===== config.mk =====
export PLATFORM = sky130hd
export DESIGN_NAME = linear_interp_x4
export DESIGN_NICKNAME = d
export VERILOG_FILES = /design/src/rtl/linear_interp_x4.sv
export SDC_FILE = /design/constraint.sdc
export NUM_CORES = 1
export LEC_CHECK = 0
export ABC_AREA = 1
export BUFFER_PORTS_ARGS = -buffer_cell sky130_fd_sc_hd__buf_2
export CAP_MARGIN = 10
export CORE_MARGIN = 5
export CORE_UTILIZATION = 67
export CTS_CLUSTER_DIAMETER = 30
export DETAILED_ROUTE_END_ITERATION = 8
export MAX_ROUTING_LAYER = met4
export PLACE_DENSITY = 0.88
export SETUP_SLACK_MARGIN = 0.5
export SLEW_MARGIN = 10
export SYNTH_ARGS = -nofsm -noshare
export SYNTH_HDL_FRONTEND = slang
export SYNTH_SLANG_ARGS = --single-unit

===== constraint.sdc =====
create_clock -name i_clk -period 6.32 [get_ports i_clk]
set_input_delay 0.316 -clock i_clk [delete_from_list [all_inputs] [get_ports i_clk]]
set_output_delay 0.316 -clock i_clk [all_outputs]
set_load 0.03 [all_outputs]

===== src/rtl/linear_interp_x4.sv =====
// linear_interp_x4
//   4x linear interpolating upsampler. Each accepted input sample produces
//   four output samples stepping linearly from the previously accepted
//   sample to the new one; the fourth output equals the new sample exactly.
//
//   Optional feature: define INTERP_ZOH_EN for zero-order hold (all four
//   outputs equal the new sample). Handshake and timing are unchanged.
//
// Ports
//   i_clk    clock, all state updates on posedge
//   i_rstb   asynchronous active-low reset
//   i_data   signed input sample (DATA_WD)
//   i_valid  upstream has a sample on i_data
//   o_ready  block can accept a sample this cycle
//   o_data   signed interpolated output sample (DATA_WD)
//   o_valid  o_data holds a valid sample
//   i_ready  downstream accepts o_data this cycle
module linear_interp_x4 #(
    parameter int DATA_WD = 16
) (
    input  logic               i_clk,
    input  logic               i_rstb,
    input  logic [DATA_WD-1:0] i_data,
    input  logic               i_valid,
    output logic               o_ready,
    output logic [DATA_WD-1:0] o_data,
    output logic               o_valid,
    input  logic               i_ready
);

    localparam logic ST_IDLE = 1'b0;
    localparam logic ST_EMIT = 1'b1;

    logic                      state;
    logic [2:0]                k;
    logic signed [DATA_WD-1:0] r_prev;
    logic signed [DATA_WD-1:0] r_target;
    logic signed [DATA_WD:0]   r_diff;

    logic                      in_xfer;
    logic                      out_xfer;
    logic                      last_phase;
    logic signed [DATA_WD-1:0] diff_base;
    logic signed [DATA_WD:0]   diff_next;

    logic signed [DATA_WD+2:0] prev_x4;
    logic signed [DATA_WD+2:0] diff_ext;
    logic signed [DATA_WD+2:0] step;
    logic signed [DATA_WD+2:0] acc;
    logic                      unused_acc_bits;

    assign last_phase = (k == 3'd4);
    assign o_valid    = (state == ST_EMIT);
    assign o_ready    = (state == ST_IDLE) || ((state == ST_EMIT) && last_phase && i_ready);
    assign in_xfer    = i_valid && o_ready;
    assign out_xfer   = o_valid && i_ready;

    // A back-to-back burst starts while r_prev is still being updated, so the
    // new difference is taken against the outgoing target instead.
    assign diff_base = (state == ST_IDLE) ? r_prev : r_target;
    assign diff_next = {i_data[DATA_WD-1], i_data} - {diff_base[DATA_WD-1], diff_base};

    // Output is derived from registers only: (4*prev + k*diff) >>> 2.
    // The sum always lies within 4*[prev, target], so bits [DATA_WD+1:2]
    // hold the floored result without overflow.
    assign prev_x4  = {r_prev[DATA_WD-1], r_prev, 2'b00};
    assign diff_ext = {{2{r_diff[DATA_WD]}}, r_diff};

    always_comb begin
        step = '0;
`ifdef INTERP_ZOH_EN
        step = diff_ext <<< 2;
`else
        case (k)
            3'd1:    step = diff_ext;
            3'd2:    step = diff_ext <<< 1;
            3'd3:    step = (diff_ext <<< 1) + diff_ext;
            3'd4:    step = diff_ext <<< 2;
            default: step = '0;
        endcase
`endif
    end

    assign acc             = prev_x4 + step;
    assign o_data          = acc[DATA_WD+1:2];
    assign unused_acc_bits = ^{acc[DATA_WD+2], acc[1:0]};

    always_ff @(posedge i_clk or negedge i_rstb) begin
        if (!i_rstb) begin
            state    <= ST_IDLE;
            k        <= '0;
            r_prev   <= '0;
            r_target <= '0;
            r_diff   <= '0;
        end else if (state == ST_IDLE) begin
            if (in_xfer) begin
                r_target <= i_data;
                r_diff   <= diff_next;
                k        <= 3'd1;
                state    <= ST_EMIT;
            end
        end else if (out_xfer) begin
            if (!last_phase) begin
                k <= k + 3'd1;
            end else begin
                r_prev <= r_target;
                if (in_xfer) begin
                    r_target <= i_data;
                    r_diff   <= diff_next;
                    k        <= 3'd1;
                end else begin
                    k     <= '0;
                    state <= ST_IDLE;
                end
            end
        end
    end

endmodule


==> key figures, run 1 <==
Floorplanning
  • Die area: 9280 µm²
  • Num rows: 31
  • Core ar.: around 7300 µm²
  • I/O pins: 38
  • Die width: 96.3 µm
  • Initial Utilization: 0.688
  • Die Ht: a little under 100 µm

Timing
  • Worst-margin pin slew: a little over 800 ps
  • Tmin final: 4050 ps
  • Setup Skew: 8.17 ps
  • Hold_ws: roughly 120 ps
  • Sum Neg Setup Slack: 0 ps
  • Count of final setup violators: 0
  • F_max: 0.247 GHz
  • Hold Vio Cnt, Final: 0
  • Fin. max-slew vios: 0
  • Slew margin rel.: 0.451
  • Tcrit/Tclk final: 0.641
  • Unrepaired setup endpoints after global routing: false

GRT
  • Total track usage: 0.336
  • Largest net degree at the start of global routing: 54
  • First-pass GRT wire length: 23500 µm
  • GRT Residual Overflow: 0
  • Vias in the first global route: 5106
  • Antenna violations before repair: 0

Synth
  • FFs w/ async S/R, synth: 1.00
  • Sequential area share after synthesis: 0.266
  • Mapped Area: 4990 µm²
  • Synthesized instance count: around 750
  • Largest area contributor in the netlist: dfrtp_1
  • Synth cell types: 37
  • Most common cell in the netlist: nand2_1
  • EDFF count, synth: 0
  • Largest cells by area after synthesis: dfrtp_1 (27%), nand2_1 (17%), ha_1 (13%), a21oi_1 (7.5%), inv_1 (7.4%)
  • List of most frequent post-synthesis cells: nand2_1 (229), inv_1 (98), a21oi_1 (75), o21ai_0 (57), dfrtp_1 (53)
  • Synth Flop Type: dfrtp_1
  • Post-synth net total: 823
  • Yosys reg bits: 53
  • YS warnings: 0
  • Mapped Avg Cell Area: 6.66 µm²
  • Post-synth top area share: 0.266

Routing
  • Initial DRC count: 242
  • Final WL: 14400 µm
  • Via count: 5284
  • Wire length per cell: 16.4 µm
  • Post-route antenna net violation count: 0
  • TritonRoute pass-1 iters: 6
  • Drc violations: 0
  • Vias per inst: ~6.0

Clock tree
  • Clock sink count: 53
  • CTS tree: done
  • Setup Buffers After CTS: 0
  • Post-CTS Hold Buffers: 0
  • Clk root buf: clkbuf_8
  • H-tree Lvls: 2
  • CTS resizes: 0
  • Clock Latency Late Sink: 310 ps
  • Cts bufs inserted: 5
  • Clock Tree Buf Depth: 2
  • Clock transition at the registers of the reported paths: 100 ps

Cells and area
  • Post-layout net count: 853
  • Multi-input gate area in the final layout: approximately 3200 µm²
  • Fin cells: 879
  • Area Overhead vs Synth: 6.89%
  • Reg area: roughly 1300 µm²
  • Layout cell share with drive strength beyond 1: 0.0808
  • FILL cells: 622
  • Inserted Diodes: 0

Min path
  • Worst hold-check path type: in -> async

Worst setup path
  • CP max FO: 14
  • Crit-path slowest cell: dfrtp_1
  • Crit Path Class: reg -> out
  • CP arrival: 3740 ps
  • Crit-path max cell delay: 410 ps
  • CP Capture Type: primary output
  • CP Data Required Time: 6000 ps
  • Critical path startpoint category: register
  • Crit-path cells: inv_1 -> ha_1 -> inv_1 -> nor2_2 -> nor2_1 -> nand3_1 -> inv_2 -> nor2_1 -> ha_1 -> inv_1 -> fa_1 -> o21ai_2 -> a21oi_2 -> inv_1 -> nand2_1 -> nand2_1 -> nand2_1 -> nand2_1 -> xor2_1 -> buf_2

Placed design
  • PortBufs: 37
  • Placer congestion estimate: 0.963
  • HPWL after DPL: 11300 µm
  • Post-Place Cells: 871

Flow run
  • Maxcap violations: 0

Outcome
  • Status: finished, final reports clean
## layout make-up
type	count	area share
clock inverters	3	0.00821
multi-input cells	580	0.599
inverters	100	0.0704
repair buffers	39	0.0375
clock buffers	5	0.0129
flip-flops and latches	53	0.249
well taps	99	0.0232
## worst paths after layout
path | from | slack [ps] | cells past startpoint | end
max | k[1] | 2270 | 20 | o_data[12]
min | i_rstb | 120 | 2 | r_diff[4]
max reg2reg | o_valid | 3160 | 15 | r_diff[16]
min reg2reg | r_target[14] | 510 | 2 | r_target[14]
max in group asynchronous | i_rstb | 5760 | 2 | r_prev[12]
min in group i_clk | i_data[14] | 220 | 3 | r_target[14]
## metrics by stage
step	instance area (µm²)	utilization	worst slack [ps]
2_1_floorplan	4990	-	2920
3_3_place_gp	5220	0.720	2770
3_5_place_dp	5220	0.720	2660
4_1_cts	5340	0.736	2310
5_1_grt	5340	0.736	1940
6_report	5340	0.736	2270
## critical path, delay by kind of cell (launching register included)
kind	cells	cell delay, ps
adder cells (fa/ha/maj)	3	720
AO/OA/AOI/OAI	2	360
AND/OR/NAND/NOR	8	1110
XOR/XNOR	1	140
buffers and inverters	6	680
flip-flops	1	410
## layout by cell type, fill, tap and decap left out, types with 2 or more instances in the layout
| cell | Yosys | final |
|---|---|---|
| nand3b_1 | 4 | 4 |
| ha_1 | 51 | 51 |
| clkbuf_8 | 1 | 5 |
| buf_4 | 1 | 2 |
| o22ai_1 | 14 | 14 |
| dfrtp_1 | 53 | 53 |
| xor2_1 | 13 | 13 |
| inv_1 | 98 | 98 |
| a221oi_1 | 2 | 2 |
| nor3_1 | 5 | 5 |
| xnor2_1 | 9 | 9 |
| o211ai_1 | 2 | 2 |
| inv_2 | 2 | 2 |
| a21oi_1 | 75 | 75 |
| nand2_2 | 4 | 4 |
| o21bai_1 | 4 | 4 |
| buf_2 | 9 | 37 |
| a21o_1 | 3 | 3 |
| nand3_1 | 34 | 34 |
| fa_1 | 3 | 3 |
| nand2_1 | 229 | 229 |
| a31oi_1 | 2 | 2 |
| nand4_1 | 3 | 3 |
| o21ai_2 | 5 | 5 |
| o31ai_1 | 3 | 3 |
| o21ai_1 | 14 | 14 |
| o21ai_0 | 57 | 57 |
| nor2_1 | 36 | 36 |
| or2_2 | 2 | 2 |
## flip-flops by register name, indices dropped and copies added (netlist names)
name,flops
r_target,16
o_valid,1
k,3
r_prev,16
r_diff,17
## metal layers
metal  GRT usage  wire [µm]  up-vias
met3      0.0461        895       63
met2       0.580       6980      241
met1       0.391       5910     2455
met5           -          0        -
li1            -          -     2525
met4       0.145        592        0
## kinds of logic after synthesis
kind of cell,share of synthesized area
xor+xnor,0.0386
flops,0.266
compound gates,0.205
buf+inv,0.0938
simple gates,0.257
fa+ha+maj,0.140
Power of run 1 is left out: the tool's default activity adds up to more than one toggle a clock period on the data nets, which glitch-free logic cannot reach.
==> run 2, diff against run 1 <==
Settings changed: ABC_AREA 1 to 0, CORE_UTILIZATION 67 to 56, PLACE_DENSITY 0.88 to 0.78.
Clock period 6.32 ns to 3.62 ns, I/O delays scaled along.
==> key figures, run 2 <==
Clock tree
  • Clock transition at the registers of the reported paths: 100 ps (about the same)
  • Clock Latency Late Sink: 300 ps (about the same)
  • CTS tree: done
  • H-tree Lvls: 2 (unchanged)
  • Clock sink count: 53 (unchanged)
  • Clk root buf: clkbuf_8
  • Clock Tree Buf Depth: 2 (unchanged)
  • Cts bufs inserted: 5 (unchanged)

Worst setup path
  • Critical path startpoint category: register
  • CP arrival: 3950 ps (+210 ps)
  • Crit Path Class: reg -> out
  • Flop2flop setup slack: 760 ps (-2400 ps)
  • R2R depth: 10 (-5)
  • CP max FO: 5 (-9)
  • CP Capture Type: primary output
  • CP Data Required Time: 3440 ps (-2560 ps)

Timing
  • Slew margin rel.: 0.394 (-0.0568)
  • Setup Skew: 15.6 ps (+7.42 ps)
  • Fin. max-slew vios: 0 (unchanged)
  • Tcrit/Tclk final: 1.14
  • Unrepaired setup endpoints after global routing: true
  • F_max: 0.242 GHz
  • Tmin final: between 4000 and 5000 ps
  • Worst-margin pin slew: 906 ps (+85.6 ps)
  • Hold Vio Cnt, Final: 19 (+19)
  • Count of final setup violators: 10 (+10)
  • Worst Setup Slack, final: -513 ps (-2780 ps)
  • Hold_ws: -23.5 ps (-144 ps)

Floorplanning
  • Die Ht: 104 µm (+7.7%)
  • Num rows: 34 (+9.7%)
  • Die width: 104 µm (+7.7%)
  • Core ar.: 8640 µm² (+19%)
  • I/O pins: 38 (unchanged)
  • Initial Utilization: 0.570 (-0.118)
  • Die area: 10800 µm² (+16%)

Synth
  • YS warnings: 0 (unchanged)
  • Largest cells by area after synthesis: dfrtp_1 (27%), ha_1 (13%), mux2_1 (5.5%), nand2_1 (4.2%), a21oi_1 (4.2%)
  • Post-synth net total: 634 (-23%)
  • Synth Flop Type: dfrtp_1
  • Synth cell types: 66 (+78%)
  • Mapped Avg Cell Area: 8.79 µm² (+32%)
  • Synthesized instance count: 560 (-25%)
  • Yosys reg bits: 53 (unchanged)
  • Most common cell in the netlist: nand2_1
  • Mapped Area: 4920 µm² (-1.4%)
  • List of most frequent post-synthesis cells: nand2_1 (55), dfrtp_1 (53), ha_1 (51), a21oi_1 (41), nor2_1 (31)
  • Sequential area share after synthesis: 0.269 (+0.00365)
  • EDFF count, synth: 0 (unchanged)
  • FFs w/ async S/R, synth: 1.00 (unchanged)
  • Post-synth top area share: 0.269 (+0.00365)
  • Largest area contributor in the netlist: dfrtp_1

GRT
  • Total track usage: 0.248 (-0.0879)
  • Antenna violations before repair: 0 (unchanged)
  • First-pass GRT wire length: 22100 µm (-5.8%)
  • Largest net degree at the start of global routing: 54 (unchanged)
  • Vias in the first global route: 4609 (-9.7%)
  • GRT Residual Overflow: 0 (unchanged)

Placed design
  • HPWL after DPL: 9470 µm (-16%)
  • Placer congestion estimate: 1.01 (+4.4%)
  • Post-Place Cells: 723 (-17%)
  • Placed Instance Area: 5590 µm² (+7.1%)
  • Post-place setup slack: -125 ps (-2790 ps)
  • PortBufs: 37 (unchanged)

Routing
  • Vias per inst: 6.35 (+5.7%)
  • TritonRoute pass-1 iters: 8 (+2)
  • Drc violations: 0 (unchanged)
  • Post-route antenna net violation count: 0 (unchanged)
  • Via count: 4865 (-7.9%)
  • Wire length per cell: 19.0 µm (+16%)
  • Initial DRC count: 325 (+34%)
  • Final WL: 14600 µm (+1.4%)

Cells and area
  • FILL cells: 570 (-8.4%)
  • Area Overhead vs Synth: 32.1%
  • Max reg flops: 17 (unchanged)
  • Final instance area: 6510 µm² (+22%)
  • Layout cell share with drive strength beyond 1: 0.356 (+0.275)
  • Inserted Diodes: 0 (unchanged)
  • Reg with most FFs: r_diff
  • Fin cells: 766 (-13%)
  • Regs by FF count: r_diff x17, r_prev x16, r_target x16
  • Most common cell after layout, fill and taps aside: buf_4
  • Commonest non-fill, non-tap cells in the layout: buf_4 (68), nand2_1 (50), dfrtp_1 (44)
  • Post-layout net count: 731 (-14%)

Flow run
  • Maxcap violations: 0 (unchanged)

Outcome
  • Violated checks: negative hold slack, negative setup slack
  • Status: complete, but fails checks

Min path
  • Worst hold-check path type: in -> async
[run 2: cell type report]
class | count | area (µm²) | area share
multi-input cells | 456 | 3930 | 0.604
flip-flops and latches | 53 | 1340 | 0.206
repair buffers | 111 | 878 | 0.135
well taps | 108 | 135 | 0.0208
inverters | 30 | 113 | 0.0173
clock buffers | 6 | 72.6 | 0.0112
clock inverters | 2 | 38.8 | 0.00596
[run 2: worst max-delay path, stage by stage (launching register included)]
cell      delay (ps)
dfrtp_2          470
ha_2             430
nand4_1          160
a21o_1           250
nand3_1          130
xnor2_1           80
a221oi_1         330
nor2_1           110
ha_2             410
inv_1            110
nor2_1           140
nor2_1            90
nor3_2           280
mux2i_1          260
nand2_2          110
xor2_4           170
buf_6            150
[run 2: what timing repair did]
action | in CTS | in global routing
buffers inserted | 29 | 5
gates resized for setup | 74 | 46
hold buffers | 0 | 0
endpoints found under the setup margin | 13 | 16
pin swaps | 35 | 26
gates cloned | 1 | 0
[run 2: through the flow]
| stage | util | hold slack (ps) | setup TNS (ps) |
|---|---|---|---|
| floorplan | - | -115 | 0 |
| global placement | 0.648 | 330 | 0 |
| detailed placement | 0.648 | 339 | -209 |
| CTS | 0.725 | 0.833 | -2080 |
| global route | 0.753 | 48.0 | -4590 |
| finish | 0.753 | -23.5 | -3360 |
[run 2: worst paths after layout]
| path | end | startpoint |
|---|---|---|
| max reg2reg | r_diff[15] | o_valid |
| min | r_target[3] | i_rstb |
| max | o_data[15] | r_diff[7] |
| min in group i_clk | r_target[2] | i_data[2] |
| min reg2reg | r_prev[13] | r_target[13] |
| max in group asynchronous | r_diff[7] | i_rstb |
[run 2: metal layers]
metal	track usage	vias up	wire [µm]
li1	-	2257	-
met1	0.325	2331	6110
met2	0.398	218	6910
met3	0.0373	59	1030
met4	0.0796	0	533
met5	-	-	0
[run 2: logic make-up after synthesis]
| kind of cell | count (synthesis) | synth area share |
|---|---|---|
| AOI/OAI and AO/OA | 167 | 0.231 |
| xor gates and xnor gates | 26 | 0.0463 |
| adders and majority gates | 54 | 0.142 |
| buffers and inverters | 51 | 0.0424 |
| DFF | 53 | 0.269 |
| muxes | 50 | 0.110 |
| and+or+nand+nor | 159 | 0.159 |
Power of run 2 is left out for the same reason.
